## config.mk

```make
export PLATFORM = sky130hd
export DESIGN_NAME = conv_tap_delay
export DESIGN_NICKNAME = d
export VERILOG_FILES = /design/src/rtl/conv_tap_delay.sv
export SDC_FILE = /design/constraint.sdc
export NUM_CORES = 1
export LEC_CHECK = 0
export CAP_MARGIN = 30
export CORE_MARGIN = 4
export CORE_UTILIZATION = 48
export CTS_BUF_LIST = sky130_fd_sc_hd__clkbuf_4 sky130_fd_sc_hd__clkbuf_8
export DETAILED_ROUTE_END_ITERATION = 12
export DONT_BUFFER_PORTS = 1
export GPL_ROUTABILITY_DRIVEN = 1
export PLACE_DENSITY = 0.69
export SKIP_LAST_GASP = 1
export SYNTH_ARGS = -nofsm -noshare
export SYNTH_HDL_FRONTEND = slang
export SYNTH_SLANG_ARGS = --single-unit
```

## constraint.sdc

```tcl
create_clock -name clk -period 3.5 [get_ports clk]
set_input_delay 0.875 -clock clk [delete_from_list [all_inputs] [get_ports clk]]
set_output_delay 0.875 -clock clk [all_outputs]
set_load 0.01 [all_outputs]
```

## src/rtl/conv_tap_delay.sv

```systemverilog
// Strobed delay line with a runtime-selectable read tap over a circular buffer.
// The output returns the sample written `delay` strobes earlier.
module conv_tap_delay #(
  parameter int unsigned WIDTH              = 15,
  parameter int unsigned DEPTH_LOG2         = 4,
  parameter logic [WIDTH-1:0] INIT_STATE    = '0
) (
  input  logic                  clk,
  input  logic                  rst,
  input  logic                  en,
  input  logic [WIDTH-1:0]      in,
  input  logic [DEPTH_LOG2-1:0] delay,
  output logic [WIDTH-1:0]      out,
  output logic                  out_valid
);

  localparam int unsigned DEPTH = 1 << DEPTH_LOG2;

  logic [WIDTH-1:0]      mem [DEPTH];
  logic [DEPTH_LOG2-1:0] wr_ptr;
  logic [DEPTH_LOG2-1:0] fill;
  logic [DEPTH_LOG2-1:0] rd_addr;
  logic [WIDTH-1:0]      tap;

  // Tap address wraps naturally; delay=0 bypasses the RAM entirely.
  always_comb begin
    rd_addr = wr_ptr - delay;
    tap     = (delay == '0) ? in : mem[rd_addr];
  end

  // Buffer RAM is never reset; fill gating hides stale contents.
  always_ff @(posedge clk) begin
    if (en && !rst) begin
      mem[wr_ptr] <= in;
    end
  end

  always_ff @(posedge clk) begin
    if (rst) begin
      wr_ptr    <= '0;
      fill      <= '0;
      out       <= INIT_STATE;
      out_valid <= 1'b0;
    end else if (en) begin
      wr_ptr <= wr_ptr + 1'b1;
      if (fill != '1) begin
        fill <= fill + 1'b1;
      end
      if (fill >= delay) begin
        out       <= tap;
        out_valid <= 1'b1;
      end else begin
        out       <= INIT_STATE;
        out_valid <= 1'b0;
      end
    end
  end

endmodule

```

==> results of run 1 <==
-- cell type report --
cell class	instances	area (µm²)	share of cell area
sequential	264	7690	0.644
multi-input combinational	242	2720	0.228
clock buffer	64	793	0.0665
tap	280	350	0.0294
timing repair buffer	27	240	0.0201
clock inverter	11	108	0.00902
inverter	8	30.0	0.00252
-- power by group through the flow --
stage                     sequential, µW  combinational, µW  clock (µW)
final                               3490                726        2750
after global routing                3490                782        2980
after CTS                           3490                732        2820
after detailed placement            3560                730           0
after global placement              3550                719           0
after floorplan                     3550                580           0
-- path summary, 6_finish.rpt --
| path | start | end |
|---|---|---|
| hold reg to reg | fill[1]$_SDFFE_PP0P_ | fill[1]$_SDFFE_PP0P_ |
| setup reg to reg | wr_ptr[0]$_SDFFE_PP0P_ | out[13]$_SDFFE_PP0P_ |
| setup / recovery | wr_ptr[0]$_SDFFE_PP0P_ | out[13]$_SDFFE_PP0P_ |
| hold / removal | rst | fill[1]$_SDFFE_PP0P_ |
-- metal layers --
layer  routed length (µm)  track usage  vias to the layer above  part of all wire
met2                12000        0.339                      205              0.52
met4                  476       0.0537                        0             0.021
met1                 9050        0.245                     2802              0.39
met3                 1700       0.0523                       44             0.073
li1                     -            -                     2300                 -
met5                    0            0                        -                 0
-- logic make-up after synthesis --
| family | Yosys count | synth area share |
|---|---|---|
| XOR/XNOR | 7 | 0.00577 |
| AND/OR/NAND/NOR | 76 | 0.0399 |
| buffers and inverters | 37 | 0.0227 |
| adder cells (fa/ha/maj) | 13 | 0.0160 |
| flip-flops | 264 | 0.724 |
| multiplexers | 91 | 0.156 |
| AO/OA/AOI/OAI | 55 | 0.0351 |
-- through the flow --
step	worst slack, ns	hold WS [ns]
final	0.730	0.419
after global placement	0.501	0.482
after floorplan	0.555	0.470
after detailed placement	0.486	0.498
after global routing	0.681	0.392
after CTS	0.787	0.389
-- critical path: cells and delay by family (launching register included) --
family	cells	cell delay (ns)
adder cells (fa/ha/maj)	2	0.70
multiplexers	2	0.58
flip-flops	1	0.36
buffers and inverters	3	0.52
AO/OA/AOI/OAI	2	0.40
-- cell usage after synthesis, types with 11 or more instances --
cell type / instances
and2_1: 16
dfxtp_1: 24
a32o_1: 15
mux4_2: 60
clkbuf_1: 11
buf_6: 13
nor2_1: 24
mux2i_1: 31
nor3_1: 17
ha_1: 12
edfxtp_1: 240
o21ai_1: 24
-- flip-flops by register name, summed over array words and instances (netlist names) --
name and flops:
fill 4, mem 240, out 15, out_valid 1, wr_ptr 4
==> flow_summary.toml, run 1 <==
[global_route]
grt_max_degree = 61
grt_usage = 0.195
grt_pass1_vias = 5716
grt_first_pass_wirelength_um = 35400
antenna_found_initial = 0
overflow = 0

[placed_design]
place.gp.congestion = 0.782
dpl_cell_area_mm2 = 0.0110
io_buffers = 0
dp_cells = 821
dp_hpwl_um = 14200

[die]
start_util = 0.487
die-height_um = 157
dieWidth_um = 157
num_rows = 54
dieArea_mm2 = 0.0246
io_pins = 38
coreArea_mm2 = 0.0218

[logic_synthesis]
yosysTopAreaCell = "edfxtp_1"
yosys_warnings = 0
syn-cell-area_mm2 = 0.0106
ys_types = 36
ys_seq_area_frac = 0.724
ys_ff_latch = 264
synth_flop_cell = "edfxtp_1"
ys_async_sr_fraction = 0
yosys.area.top_type_share = 0.679
avgSynthCellArea_um2 = 19.6
synth-edff-count = 240
syn_nets = 578
yosys-top-cells-area = "edfxtp_1 68%, mux4_2 13%, dfxtp_1 4.5%, mux2i_1 2.9%, a32o_1 1.4%"
netlist_instances = 543

[drt]
drt_iter0_markers = 397
routed_wirelength_um = 23200
via_per_inst = 5.97
route.detailed.drc = 0
dr_total_vias = 5351
post_drt_wl_per_cell_um = 25.9
postRouteAntennaNets = 0
first_pass_iters = 5

[power_and_ir_drop]
cellLeakagePower_uw = 0.00395
power_uw = 6970
p_per_area_mw_per_mm2 = 584
seq_power_share = 0.501
switching_share = 0.222
power.internal_uw = 5430
power_frac_comb = 0.104
p_clk_frac = 0.395
p_switching_uw = 1550
peakVddDrop_mv = 0.224

[cts]
path_clk_slew_ns = 0.06
cts_tree = "built"
ctsLongestPathBuffers = 3
ctsResizeCount = 0
cts_buffers = 43
post_cts_buffers = 0
htreeDepth = 2
worstSkewPairLatency_ns = 0.53
cts_root_buffer = "clkbuf_8"
cts-hold-fix-buffers = 0
cts.sinks = 264

[worst_setup_path]
reg2reg_depth = 9
crit_path_frequent_cell = "inv_1"
critPathMaxFanout = 60
cp_cell_sequence = "inv_1 > ha_4 > inv_1 > fa_2 > buf_12 > mux4_2 > mux2i_1 > o21ai_0 > a32o_1"
crit_path_max_incr_delay_ns = 0.54
critical-path-slowest-cell = "fa_2"
path_class = "reg2reg"
critPathRequiredTime_ns = 3.92
worstSetupStartpointType = "register"
arrival_ns = 3.19
reg2reg_slack_ns = 0.73
endpoint_kind = "register"

[worst_hold_path]
holdPathStages = 1
hp-class = "in2reg"

[cells_and_area]
final_common_cell = "edfxtp_1"
nFillCells = 1673
nets = 621
instances_no_fill = 896
diodes = 0
areaGrowthSynthToFinish_pct = 12.4
final_layout_size_suffix_gt1_frac = 0.276
final_cell_mix = "240 x edfxtp_1, 60 x mux4_2, 50 x clkbuf_8"
fin_area_mm2 = 0.0119
fin_util = 0.547

[timing]
fin_crit_sh = 0.791
fin_crit_ns = 2.77
finalSetupTns_ns = 0
finalSetupViolations = 0
slew_viol_final = 0
max_freq_mhz = 361
fin_skew_ns = 0.0150
rsz0062_at_grt = "no"
max_slew_margin = 0.545
hold_viol_final = 0
worst_slew_pin_slew_ns = 0.681

[outcome]
status = "complete, no violations"

[job]
max-cap-violations = 0
Power figures use the tool's default switching activity.
==> run 2, diff against run 1 <==
==> constraint.sdc (replaced) <==
create_clock -name clk -period 2.7 [get_ports clk]
set_input_delay 0.675 -clock clk [delete_from_list [all_inputs] [get_ports clk]]
set_output_delay 0.675 -clock clk [all_outputs]
set_load 0.01 [all_outputs]
==> run 2 against run 1 <==
  * Register-to-register slack got worse by 0.51 ns
  * Utilization increased by 0.99 points
  * Clock skew increased by 0.011 ns
  * Via count increased by 1.1%
  * Flip-flop and latch count unchanged
  * Global-route usage increased by 0.75 points
  * Sequential power increased by 30%
  * Critical path type unchanged
  * Critical endpoint unchanged
  * Largest cell class unchanged
  * Highest routed layer unchanged
==> flow_summary.toml, run 2 (synthesized netlist as in run 1, its figures left out) <==
[global_route]
grt_max_degree = 35
overflow = 0
antenna_found_initial = 1
grt_pass1_vias = 5766
grt_usage = 0.203
grt_first_pass_wirelength_um = 36400

[outcome]
status = "complete, no violations"

[worst_setup_path]
endpoint_kind = "register"
critPathRequiredTime_ns = 3.10
worstSetupStartpointType = "register"
critPathMaxFanout = 34
arrival_ns = 2.88
path_class = "reg2reg"

[cells_and_area]
reg.largest.list = "mem: 240 flops, out: 15 flops"
regArea_mm2 = 0.00769
final_cell_mix = "240 x edfxtp_1, 60 x mux4_2, 46 x clkbuf_8"
nets = 635
areaGrowthSynthToFinish_pct = 14.4
diodes = 0
regMostFlops = "mem"
multi_input_area_mm2 = 0.00272
fin_util = 0.557
largest_reg_flops = 240
nFillCells = 1628
final_layout_size_suffix_gt1_frac = 0.286
fin_area_mm2 = 0.0121
final_common_cell = "edfxtp_1"

[timing]
rsz0062_at_grt = "no"
max_slew_margin = 0.725
hold_viol_final = 0
fin_crit_sh = 0.917
finalSetupTns_ns = 0
worst_slew_pin_slew_ns = 0.412
slew_viol_final = 0
fin_skew_ns = 0.0255
fin_crit_ns = 2.47
max_freq_mhz = 404
finalSetupViolations = 0

[power_and_ir_drop]
p_per_area_mw_per_mm2 = 741
cellLeakagePower_uw = 0.00405
power_frac_comb = 0.112
p_switching_uw = 1980
seq_power_share = 0.503
p_clk_frac = 0.385
switching_share = 0.220
peakVddDrop_mv = 0.281
power.internal_uw = 7020

[cts]
cts-hold-fix-buffers = 0
path_clk_slew_ns = 0.06
worstSkewPairLatency_ns = 0.54
cts_buffers = 40
cts_tree = "built"
cts.sinks = 264
post_cts_buffers = 0
cts_root_buffer = "clkbuf_8"
ctsLongestPathBuffers = 3
ctsResizeCount = 0
htreeDepth = 2

[die]
start_util = 0.487
die-height_um = 157
dieArea_mm2 = 0.0246
dieWidth_um = 157
num_rows = 54
io_pins = 38
coreArea_mm2 = 0.0218

[worst_hold_path]
hp-class = "in2reg"

[drt]
route.detailed.drc = 0
postRouteAntennaNets = 0
dr_total_vias = 5408
drt_iter0_markers = 533
routed_wirelength_um = 24100
first_pass_iters = 4
via_per_inst = 5.94
post_drt_wl_per_cell_um = 26.4

[job]
max-cap-violations = 0

[placed_design]
dp_hpwl_um = 14300
place.gp.congestion = 0.805
io_buffers = 0
dpl_cell_area_mm2 = 0.0113
==> run 2: layout make-up <==
type	instances	share of cell area
Sequential cell	264	0.633
Tap cell	280	0.0288
Inverter	8	0.00247
Clock buffer	57	0.0589
Timing Repair Buffer	44	0.0406
Multi-Input combinational cell	242	0.224
Clock inverter	15	0.0122
==> run 2: power by group through the flow <==
| stage | registers [µW] | clock network [µW] | logic (µW) |
|---|---|---|---|
| floorplan | 4600 | 0 | 755 |
| global placement | 4610 | 0 | 1000 |
| detailed placement | 4610 | 0 | 1020 |
| CTS | 4520 | 3520 | 1020 |
| global route | 4520 | 3760 | 1090 |
| finish | 4520 | 3470 | 1010 |
==> run 2: critical path, cell delays in order, from the launching register on <==
cell     delay (ns)
dfxtp_1        0.31
inv_1          0.15
ha_4           0.15
inv_1          0.05
fa_2           0.59
buf_12         0.24
mux4_2         0.35
mux2i_1        0.15
o21ai_0        0.10
a32o_1         0.25
==> run 2: routing by layer <==
metal	wire length (µm)	part of all wire	vias up	GRT usage
met3	1480	0.061	53	0.0418
met1	9820	0.41	2856	0.271
met4	568	0.024	0	0.0616
li1	-	-	2325	-
met2	12200	0.51	174	0.340
met5	0	0	-	0
==> run 2: path summary, 6_finish.rpt <==
check                                            start                endpoint  slack, ns  depth (start not counted)
worst max-delay path            wr_ptr[0]$_SDFFE_PP0P_    out[13]$_SDFFE_PP0P_       0.23                          9
worst min-delay path                               rst  out_valid$_SDFFE_PP0P_       0.23                          1
worst max register to register  wr_ptr[0]$_SDFFE_PP0P_    out[13]$_SDFFE_PP0P_       0.23                          9
worst min register to register  out_valid$_SDFFE_PP0P_  out_valid$_SDFFE_PP0P_       0.53                          2
==> run 2: metrics by stage <==
stage               hold slack (ns)  setup slack (ns)  power (µW)  std cells
floorplan                     0.470          0.000284        5360        543
global placement              0.482            0.0518        5610        838
detailed placement            0.501            0.0307        5630        838
CTS                           0.203             0.211        9070        910
global route                  0.202             0.124        9370        910
finish                        0.226             0.225        9000        910
==> run 3, diff against run 2 <==
--- a/config.mk
+++ b/config.mk
@@ -5,6 +5,8 @@
 export SDC_FILE = /design/constraint.sdc
 export NUM_CORES = 1
 export LEC_CHECK = 0
+export ABC_AREA = 1
+export ABC_CLOCK_PERIOD_IN_PS = 2700
 export CAP_MARGIN = 30
 export CORE_MARGIN = 4
 export CORE_UTILIZATION = 48
==> run 3 against run 2 <==
  * Die area rose by 3.9%
  * Combinational power rose by 16%
  * Hold slack got worse by 0.027 ns
==> flow_summary.toml, run 3 <==
[logic_synthesis]
syn_nets = 1050
synth_common_cells = "390 x nand2_1, 240 x edfxtp_1, 189 x nand3_1, 54 x nor2_1"
yosysTopAreaCell = "edfxtp_1"
syn-cell-area_mm2 = 0.0111
ys_types = 23
avgSynthCellArea_um2 = 10.9
ys_async_sr_fraction = 0
synth-edff-count = 240
synth_xor_area_frac = 0.000792
ys_ff_latch = 264
synth_flop_cell = "edfxtp_1"
ys_seq_area_frac = 0.695
netlist_instances = 1015
synthAdderAreaFrac = 0.0154
yosysMostFrequentCell = "nand2_1"
synth_top_family_by_area = "simple AND/OR/NAND/NOR gates"
synth.area.mux_share = 0
yosys.area.top_type_share = 0.652
synth_compound_area_frac = 0.0181
synth-simple-area-share = 0.238
yosys_warnings = 0
yosys-top-cells-area = "edfxtp_1 65%, nand2_1 13%, nand3_1 8.6%, dfxtp_1 4.3%, nor2_1 1.8%"

[worst_setup_path]
critPathMaxFanout = 60
worstReg2RegEnd = "out[10]$_SDFFE_PP0P_"
reg2reg_slack_ns = 0.35
worstSetupStartpointType = "register"
r2r-start = "wr_ptr[0]$_SDFFE_PP0P_"
reg2reg_depth = 12
endpoint_kind = "register"
path_class = "reg2reg"
arrival_ns = 2.77
critPathRequiredTime_ns = 3.12

[cts]
cts_root_buffer = "clkbuf_8"
path_clk_slew_ns = 0.06
cts_buffers = 44
ctsLongestPathBuffers = 3
cts.sinks = 264
cts-hold-fix-buffers = 0
worstSkewPairLatency_ns = 0.53
ctsResizeCount = 0
post_cts_buffers = 0
htreeDepth = 2
cts_tree = "built"

[timing]
worst_slew_pin_slew_ns = 0.617
max_slew_margin = 0.589
fin_skew_ns = 0.00998
finalSetupViolations = 0
fin_crit_sh = 0.870
max_freq_mhz = 426
hold_viol_final = 0
rsz0062_at_grt = "no"
fin_crit_ns = 2.35
slew_viol_final = 0
finalSetupTns_ns = 0

[cells_and_area]
reg.largest.list = "mem: 240 flops, out: 15 flops"
areaGrowthSynthToFinish_pct = 13.4
nets = 1079
largest_reg_flops = 240
final_cell_mix = "390 x nand2_1, 240 x edfxtp_1, 189 x nand3_1"
fin_util = 0.554
diodes = 0
final_common_cell = "nand2_1"
regMostFlops = "mem"
final_layout_size_suffix_gt1_frac = 0.129

[job]
max-cap-violations = 0

[power_and_ir_drop]
p_switching_uw = 2280
switching_share = 0.248
p_clk_frac = 0.381
peakVddDrop_mv = 0.640
power.internal_uw = 6920
cellLeakagePower_uw = 0.00474
p_per_area_mw_per_mm2 = 734
seq_power_share = 0.492
power_frac_comb = 0.127

[placed_design]
place.gp.congestion = 0.844
dp_hpwl_um = 15300
io_buffers = 0

[die]
start_util = 0.488
num_rows = 55
io_pins = 38
die-height_um = 160
coreArea_mm2 = 0.0226
dieWidth_um = 160
dieArea_mm2 = 0.0255

[worst_hold_path]
hp-start = "rst"
worstHoldEndpoint = "out[1]$_SDFFE_PP0P_"
hp-class = "in2reg"
holdPathStages = 1

[global_route]
overflow = 0
grt_first_pass_wirelength_um = 42200
grt_pass1_vias = 7458
grt_usage = 0.213
antenna_found_initial = 0
grt_max_degree = 121

[drt]
routed_wirelength_um = 27000
via_per_inst = 5.52
first_pass_iters = 5
dr_total_vias = 7513
postRouteAntennaNets = 0
route.detailed.drc = 0
post_drt_wl_per_cell_um = 19.8
drt_iter0_markers = 653

[outcome]
status = "complete, no violations"
[run 3: changes by cell type in the layout (fill, tap and decap cells not counted), moves of 16 or more]
cell and change:
nor2_1 +22, and2_1 -16, mux4_2 -60, nand2_1 +387, nor3_1 -16, mux2i_1 -31
o21ai_1 -24, nand3_1 +186
[run 3: through the flow]
step / instances / total power [µW] / cell area, µm² / setup slack [ns] / hold slack (ns)
after CTS: 1362 / 9260 / 12500 / 0.357 / 0.174
after floorplan: 1015 / 5430 / 11100 / 0.284 / 0.468
after global placement: 1283 / 5770 / 11700 / 0.235 / 0.498
after detailed placement: 1283 / 5780 / 11700 / 0.215 / 0.499
after global routing: 1362 / 9610 / 12500 / 0.195 / 0.180
final: 1362 / 9200 / 12500 / 0.351 / 0.200
[run 3: critical path, cell delays in order, from the launching register on]
cell and delay (ns):
dfxtp_1 0.33, inv_1 0.16, ha_4 0.14, inv_1 0.05, fa_2 0.57, buf_12 0.31
nand3_1 0.12, nand3_1 0.10, nand2_1 0.06, nand2_1 0.11, nand3_1 0.11, nand2_1 0.11
a21oi_2 0.05
[run 3: how the worst max path moves through the flow]
| stage | start | end |
|---|---|---|
| final | wr_ptr[0]$_SDFFE_PP0P_ | out[10]$_SDFFE_PP0P_ |
| after global routing | wr_ptr[0]$_SDFFE_PP0P_ | out[10]$_SDFFE_PP0P_ |
| after CTS | wr_ptr[0]$_SDFFE_PP0P_ | out[10]$_SDFFE_PP0P_ |
| after detailed placement | delay[0] | out[10]$_SDFFE_PP0P_ |
| after global placement | delay[0] | out[10]$_SDFFE_PP0P_ |
| after floorplan | delay[0] | out[0]$_SDFFE_PP0P_ |
[run 3: power groups by stage]
stage	Combinational, µW	Clock [µW]	Sequential (µW)
3_3_place_gp	1160	0	4610
2_1_floorplan	828	0	4600
3_5_place_dp	1170	0	4610
4_1_cts	1180	3560	4530
5_1_grt	1320	3760	4530
6_report	1170	3500	4530
[run 3: area by class of cell]
type / count / area (µm²)
Fill cell: 1878 / 10100
Sequential cell: 264 / 7690
Multi-Input combinational cell: 679 / 3040
Clock buffer: 72 / 828
Timing Repair Buffer: 38 / 498
Tap cell: 285 / 357
Inverter: 17 / 65.1
Clock inverter: 7 / 55.1
[run 3: cell families after synthesis]
logic type	after synthesis
and+or+nand+nor	636
AOI/OAI and AO/OA	29
DFF	264
adders and majority gates	13
xor gates and xnor gates	1
buffers and inverters	72
[run 3: metal layers]
layer | up-vias | wire length (µm) | GRT usage
li1 | 3558 | - | -
met1 | 3633 | 11100 | 0.276
met2 | 266 | 13000 | 0.352
met3 | 56 | 2080 | 0.0498
met4 | 0 | 760 | 0.0773
met5 | - | 0 | 0
